<file path="src/rtl/tx_pingpong_arb.sv">
// ============================================================================
// Module   : tx_pingpong_arb
// Brief    : Two-producer arbiter owning the 2-page TX ping-pong buffer.
// Revision : 1.0 - initial release
// ============================================================================
`default_nettype none

module tx_pingpong_arb #(
    parameter int ADDR_NBIT = 8,
    parameter int DATA_NBIT = 16
) (
    input  logic                 clk,
    input  logic                 rst,
    input  logic [1:0]           req,
    output logic [1:0]           gnt,
    input  logic [1:0]           wr_vd,
    input  logic [ADDR_NBIT-1:0] wr_addr0,
    input  logic [ADDR_NBIT-1:0] wr_addr1,
    input  logic [DATA_NBIT-1:0] wr_data0,
    input  logic [DATA_NBIT-1:0] wr_data1,
    input  logic [1:0]           done,
    output logic                 buf_wren,
    output logic [ADDR_NBIT:0]   buf_wraddr,
    output logic [DATA_NBIT-1:0] buf_wrdata,
    output logic                 tx_eop,
    output logic                 tx_page,
    input  logic                 page_free,
    output logic [1:0]           busy,
    output logic                 err
);

    localparam logic [1:0] S_IDLE   = 2'd0;
    localparam logic [1:0] S_OWN    = 2'd1;
    localparam logic [1:0] S_COMMIT = 2'd2;

    logic [1:0]           r_state;
    logic [1:0]           r_gnt;
    logic                 r_g;
    logic                 r_rr_last;
    logic                 r_wr_page;
    logic [1:0]           r_busy;
    logic                 r_err;
    logic                 r_tx_eop;
    logic                 r_tx_page;
    logic                 r_buf_wren;
    logic [ADDR_NBIT:0]   r_buf_wraddr;
    logic [DATA_NBIT-1:0] r_buf_wrdata;
    logic                 r_q0;
    logic                 r_q1;
    logic [1:0]           r_qcnt;

    logic                 w_winner;
    logic                 w_own;
    logic                 w_stray_wr;
    logic                 w_stray_done;
    logic                 w_free_bad;
    logic                 w_pop;
    logic                 w_push;
    logic [1:0]           w_rel_mask;
    logic [1:0]           w_set_mask;
    logic [ADDR_NBIT-1:0] w_addr_g;
    logic [DATA_NBIT-1:0] w_data_g;

    // Both requesting: the producer that did not win last time goes next.
    assign w_winner     = (req == 2'b11) ? ~r_rr_last : req[1];
    assign w_own        = (r_state == S_OWN);
    assign w_stray_wr   = w_own ? wr_vd[~r_g] : (wr_vd != 2'b00);
    assign w_stray_done = w_own ? done[~r_g]  : (done != 2'b00);
    assign w_free_bad   = page_free && (r_busy == 2'b00);
    assign w_pop        = page_free && (r_busy != 2'b00);
    assign w_push       = (r_state == S_COMMIT);
    assign w_rel_mask   = w_pop  ? (r_q0 ? 2'b10 : 2'b01) : 2'b00;
    assign w_set_mask   = w_push ? (r_wr_page ? 2'b10 : 2'b01) : 2'b00;
    assign w_addr_g     = r_g ? wr_addr1 : wr_addr0;
    assign w_data_g     = r_g ? wr_data1 : wr_data0;

    always_ff @(posedge clk) begin
        if (rst) begin
            r_state      <= S_IDLE;
            r_gnt        <= 2'b00;
            r_g          <= 1'b0;
            r_rr_last    <= 1'b1;
            r_wr_page    <= 1'b0;
            r_busy       <= 2'b00;
            r_err        <= 1'b0;
            r_tx_eop     <= 1'b0;
            r_tx_page    <= 1'b0;
            r_buf_wren   <= 1'b0;
            r_buf_wraddr <= '0;
            r_buf_wrdata <= '0;
            r_q0         <= 1'b0;
            r_q1         <= 1'b0;
            r_qcnt       <= 2'd0;
        end else begin
            r_buf_wren <= 1'b0;
            r_tx_eop   <= 1'b0;

            if (w_stray_wr || w_stray_done || w_free_bad) begin
                r_err <= 1'b1;
            end

            // Release and commit are independent bits, so both land in one cycle.
            r_busy <= (r_busy & ~w_rel_mask) | w_set_mask;

            case ({w_push, w_pop})
                2'b10: begin
                    if (r_qcnt == 2'd0) r_q0 <= r_wr_page;
                    else                r_q1 <= r_wr_page;
                    r_qcnt <= r_qcnt + 2'd1;
                end
                2'b01: begin
                    r_q0   <= r_q1;
                    r_qcnt <= r_qcnt - 2'd1;
                end
                2'b11: begin
                    if (r_qcnt == 2'd1) begin
                        r_q0 <= r_wr_page;
                    end else begin
                        r_q0 <= r_q1;
                        r_q1 <= r_wr_page;
                    end
                end
                default: ;
            endcase

            case (r_state)
                S_IDLE: begin
                    if ((req != 2'b00) && !r_busy[r_wr_page]) begin
                        r_gnt     <= w_winner ? 2'b10 : 2'b01;
                        r_g       <= w_winner;
                        r_rr_last <= w_winner;
                        r_state   <= S_OWN;
                    end
                end
                S_OWN: begin
                    if (wr_vd[r_g]) begin
                        r_buf_wren   <= 1'b1;
                        r_buf_wraddr <= {r_wr_page, w_addr_g};
                        r_buf_wrdata <= w_data_g;
                    end
                    // A request dropped without done abandons the page uncommitted.
                    if (done[r_g]) begin
                        r_gnt   <= 2'b00;
                        r_state <= S_COMMIT;
                    end else if (!req[r_g]) begin
                        r_gnt   <= 2'b00;
                        r_state <= S_IDLE;
                    end
                end
                S_COMMIT: begin
                    r_tx_eop  <= 1'b1;
                    r_tx_page <= r_wr_page;
                    r_wr_page <= ~r_wr_page;
                    r_state   <= S_IDLE;
                end
                default: r_state <= S_IDLE;
            endcase
        end
    end

    assign gnt        = r_gnt;
    assign buf_wren   = r_buf_wren;
    assign buf_wraddr = r_buf_wraddr;
    assign buf_wrdata = r_buf_wrdata;
    assign tx_eop     = r_tx_eop;
    assign tx_page    = r_tx_page;
    assign busy       = r_busy;
    assign err        = r_err;

endmodule

`default_nettype wire

</file>
<file path="config.mk">
export PLATFORM = sky130hd
export DESIGN_NAME = tx_pingpong_arb
export DESIGN_NICKNAME = d
export VERILOG_FILES = /design/src/rtl/tx_pingpong_arb.sv
export SDC_FILE = /design/constraint.sdc
export NUM_CORES = 1
export LEC_CHECK = 0
export CAP_MARGIN = 10
export CORE_MARGIN = 2
export CORE_UTILIZATION = 43
export DETAILED_ROUTE_END_ITERATION = 7
export GPL_ROUTABILITY_DRIVEN = 0
export HOLD_SLACK_MARGIN = 0.1
export PLACE_DENSITY = 0.81
export SKIP_CTS_REPAIR_TIMING = 1
export SLEW_MARGIN = 15
export SYNTH_ARGS = -nofsm -noshare
export SYNTH_HDL_FRONTEND = slang
export SYNTH_SLANG_ARGS = --single-unit
</file>
<file path="constraint.sdc">
create_clock -name clk -period 1.9 [get_ports clk]
set_input_delay 0.38 -clock clk [delete_from_list [all_inputs] [get_ports clk]]
set_output_delay 0.38 -clock clk [all_outputs]
set_load 0.01 [all_outputs]
</file>
* After elaboration in Yosys (flattened, before gate mapping)
Cells that the tools add are included.
** Word-level totals
- Register bits :: 42
- Input port bits :: 57
- Output and inout port bits :: 33
** Cells by class
- $add $sub $neg :: 2
- Order comparisons :: 3
- Equal/unequal tests :: 12
- Muxes and demuxes :: 38
- Bitwise gates (word level) :: 7
- Reductions and logical operators :: 24
** Operators with widths (number)
- 1-bit 2-to-1 mux :: 21
- 2-bit 2-to-1 mux :: 10
- 16-bit 2-to-1 mux :: 1
- 2-bit nonzero test :: 7
- 2-bit one-hot mux with 2 select lines :: 3
- 2-bit equality test, second input constant :: 4
- 8-bit 2-to-1 mux :: 1
- 2-bit inequality test, second input constant :: 4
- 2-bit AND reduction :: 4
- 2-bit by 1-bit equality test with 1-bit output, second input constant :: 3
- 2-bit logical NOT :: 3
- 1-bit by 2-bit < comparator with 1-bit output, second input constant :: 3
- 3-bit AND reduction :: 2
- 1-bit inverter :: 4
- 1-bit logical AND :: 3
- 3-bit inequality test, second input constant :: 1
- 1-bit one-hot mux with 3 select lines :: 1
- 3-bit nonzero test :: 1
- 2-bit by 1-bit adder with 2-bit output, second input constant :: 1
- 2-bit bitwise AND :: 1
- 1-bit logical OR :: 2
- 2-bit inverter :: 1
- 2-bit OR :: 1
- 1-bit one-hot mux with 2 select lines :: 1
- other kinds (3) :: 3

* Depth between registers and ports, before layout
- Depth after elaboration :: 6
- Mapped depth :: 6
- Depth with buffers taken out :: 6

* Worst setup path after synthesis
Ideal clock, no wire load.
- Kind :: register to register
- Start point :: register r_state[0]
- End point :: register r_q1
- Setup time :: 0.091 ns
- Arrival time :: 1.440 ns
- Setup slack :: 0.369 ns
- Stages on the path, launching flop included :: 7
- Path buffers :: 0
- Cells stage by stage :: dfxtp_1 -> nand2b_1 -> inv_2 -> ha_1 -> a22oi_1 -> a21oi_1 -> a311oi_1
** On the way
- Word-level cells in the longest chain between the ends :: 4
- Elaborated cells between the ends (all ways) :: 8
** Ends and longest elaborated chain
- start, declared :: line 36 : logic [1:0] r_state;
- start signal, assigned :: line 79 : r_state <= S_IDLE;
- start signal, assigned :: line 132 : r_state <= S_OWN;
- start signal, assigned :: line 144 : r_state <= S_COMMIT;
- 2-bit equality test * :: line 71 : assign w_push = (r_state == S_COMMIT);
- named net w_push :: line 58 : logic w_push;
- 2-bit equality test :: line 105 : case ({w_push, w_pop})
- 2-bit inequality test (no source line) / 2-bit nonzero test (equally long branches)
- 3-bit AND reduction (no source line)
- end signal, assigned :: line 108 : else r_q1 <= r_wr_page;
- end signal, assigned :: line 120 : r_q1 <= r_wr_page;
- end, declared :: line 49 : logic r_q1;
The timed path passes the listed nets; every way through them passes the cells marked *.
A chain may end at the register's enable or synchronous reset.

* Worst setup path after layout
- Start point :: input port page_free
- End point :: register r_q1
** On the way
- Word-level cells in the longest chain between the ends :: 4
- Elaborated cells between the ends (all ways) :: 8
** Ends and longest elaborated chain
- start, declared :: line 27 : input logic page_free,
- 1-bit logical AND * :: line 70 : assign w_pop = page_free && (r_busy != 2'b00);
- 2-bit equality test :: line 105
- 2-bit inequality test (no source line) / 2-bit nonzero test (equally long branches)
- 3-bit AND reduction (no source line)
Mark *: on every way between the ends. The rest lies on a longest branch, timed or not.

==> run metrics <==
Core Box Area 0.00479 sq mm; register area share after synthesis 39.0%; Hold Worst Slack 470 ps; Period Utilization, post-route between 80% and 90%; asr flop ratio synth 0%; CTS tree done; pre-CTS setup slack -61.9 ps; input/output buffers around 90; Worst Tran Pin Value between 300 and 400 ps; Post-Syn Area per Cell 9.98 sq um; crit end category register; drt wl/cell between 10 and 15 microns; Hold Crit Class register to register; fin worst setup slack between 200 and 250 ps; GR Overflow Total 0; Rows 25; DRT Wirelength 5410 microns; Post-Syn Area approximately 0.0022 sq mm; clock skew 4.51 ps; DIE WIDTH 74.8 microns; Root Buffer clkbuf_8; run status complete, no violations; vias 1992; Critical Path Start Type input port; all-layer global routing usage 19.8%; Die Area 0.00560 sq mm; IR drop worst, VDD 0.000434 V; vias in the first global route 1950; commonest non-fill, non-tap cell in the layout clkdlybuf4s50_1; DR vias/cell between 5 and 6; min Tclk post-route between 1500 and 2000 ps; cells on worst reg2reg path 6; Area Growth Syn to Fin 53.3%; Setup Viol. Count Final 0; clk_lat worst skew ~290 ps; syn nets 280; YS warnings 0; Leak between 1 and 1.5 nW; post-route ant nets 0; share of layout cells above drive strength 1 between 10% and 20%; CTS Buffer Depth 2; #FFs+latches synth 42; fmax 589 MHz; RSZ-0062 raised after global routing false; Initial Utilization 45.0%; relative slew slack 75.4%; Critical Path RT 2100 ps; initial DRC count 78; power per cell area 740 mW/mm^2; Worst Path Max Fanout 4; largest net degree at the start of global routing 30; Pwr Total 2.44 mW; Post-synth EDFFs 0; IO Pins 90; drt pass-1 iters 4; Reg clk slew, reported paths 70 ps; Setup CP Type input port to register; most frequent cells in the layout clkdlybuf4s50_1, dfxtp_1, a21oi_1, mux2i_1, a211oi_2; Die Span Y 74.8 microns; max-slew violation count 0; Sink Count 42; initial antenna violation count 0; CTS Buf Count 5; synth unique cells 40; H-tree depth 2; Fin Setup TNS 0 ps; DP Wirelength approximately 4100 microns; DRC 0; hold depth 2; Worst Path Arrival 1900 ps; top_reg_cell synth dfxtp_1; Syn Inst Count 216; max_cap viols 0; Final Hold Fails 0; first-pass GRT wire length 8620 microns; Layout Nets between 300 and 400; Inserted Diodes 0
cells in the mapped netlist, types with 4 or more instances:
library cell,n,area share (%)
a211oi_1,5,1.7
a211oi_2,20,12
a21oi_1,32,7.4
buf_2,4,0.93
clkbuf_1,11,1.9
dfxtp_1,42,39
ha_1,7,4.1
inv_1,6,1.0
mux2i_1,25,12
nand2_1,5,0.87
nand2b_1,4,1.2
nor2_1,8,1.4
o211ai_1,4,1.4
o21ai_0,4,0.93
cells by family after synthesis:
family                   after synthesis  share of synthesized area (%)
AO/OA/AOI/OAI                         79                           28.8
buffers and inverters                 24                           5.11
flip-flops                            42                           39.0
multiplexers                          27                           13.0
XOR/XNOR                               2                          0.813
AND/OR/NAND/NOR                       35                           9.23
adder cells (fa/ha/maj)                7                           4.06
final timing paths:
check / startpoint / to / slack (ps)
min: tx_page / tx_page / 470
max reg2reg: r_state[0] / r_q1 / 280
max: page_free / r_q1 / 200
min reg2reg: tx_page / tx_page / 470
area by class of cell:
| cell class | count | area (sq um) |
|---|---|---|
| Tap cell | 67 | 83.8 |
| Multi-Input combinational cell | 150 | 1210 |
| Sequential cell | 42 | 842 |
| Inverter | 7 | 26.3 |
| Fill cell | 398 | 1480 |
| Timing Repair Buffer | 103 | 1000 |
| Clock buffer | 6 | 82.6 |
| Clock inverter | 2 | 60.1 |
where the power goes:
part / internal (mW) / switching, mW
sequential: 0.946 / 0.0439
combinational: 0.333 / 0.260
clock: 0.560 / 0.302
state kept, by name, indices dropped and copies added (netlist names):
name        cells
r_q1            1
buf_wrdata     16
tx_page         1
err             1
buf_wren        1
r_rr_last       1
r_g             1
r_wr_page       1
gnt             2
busy            2
buf_wraddr      9
r_state         2
tx_eop          1
r_qcnt          2
r_q0            1
critical path, stage by stage:
cell and delay, ps:
clkdlybuf4s50_1 520, o21a_1 180, inv_1 70, ha_1 200, a22oi_1 210, a21oi_1 100, a311oi_1 230
per-layer routing:
| layer | GRT usage (%) | wire length, microns | up-vias |
|---|---|---|---|
| li1 | - | - | 982 |
| met5 | 0 | 0 | - |
| met2 | 33.5 | 2660 | 69 |
| met4 | 7.54 | 121 | 0 |
| met1 | 24.2 | 2290 | 929 |
| met3 | 5.35 | 347 | 12 |
metrics by stage:
step                      instance area, sq um  instances  util [%]
after global routing                      3310        377      69.1
after global placement                    3160        369      66.1
after floorplan                           2160        216         -
after CTS                                 3310        377      69.1
final                                     3310        377      69.1
after detailed placement                  3160        369      66.1
(Power assumes the default switching activity.)
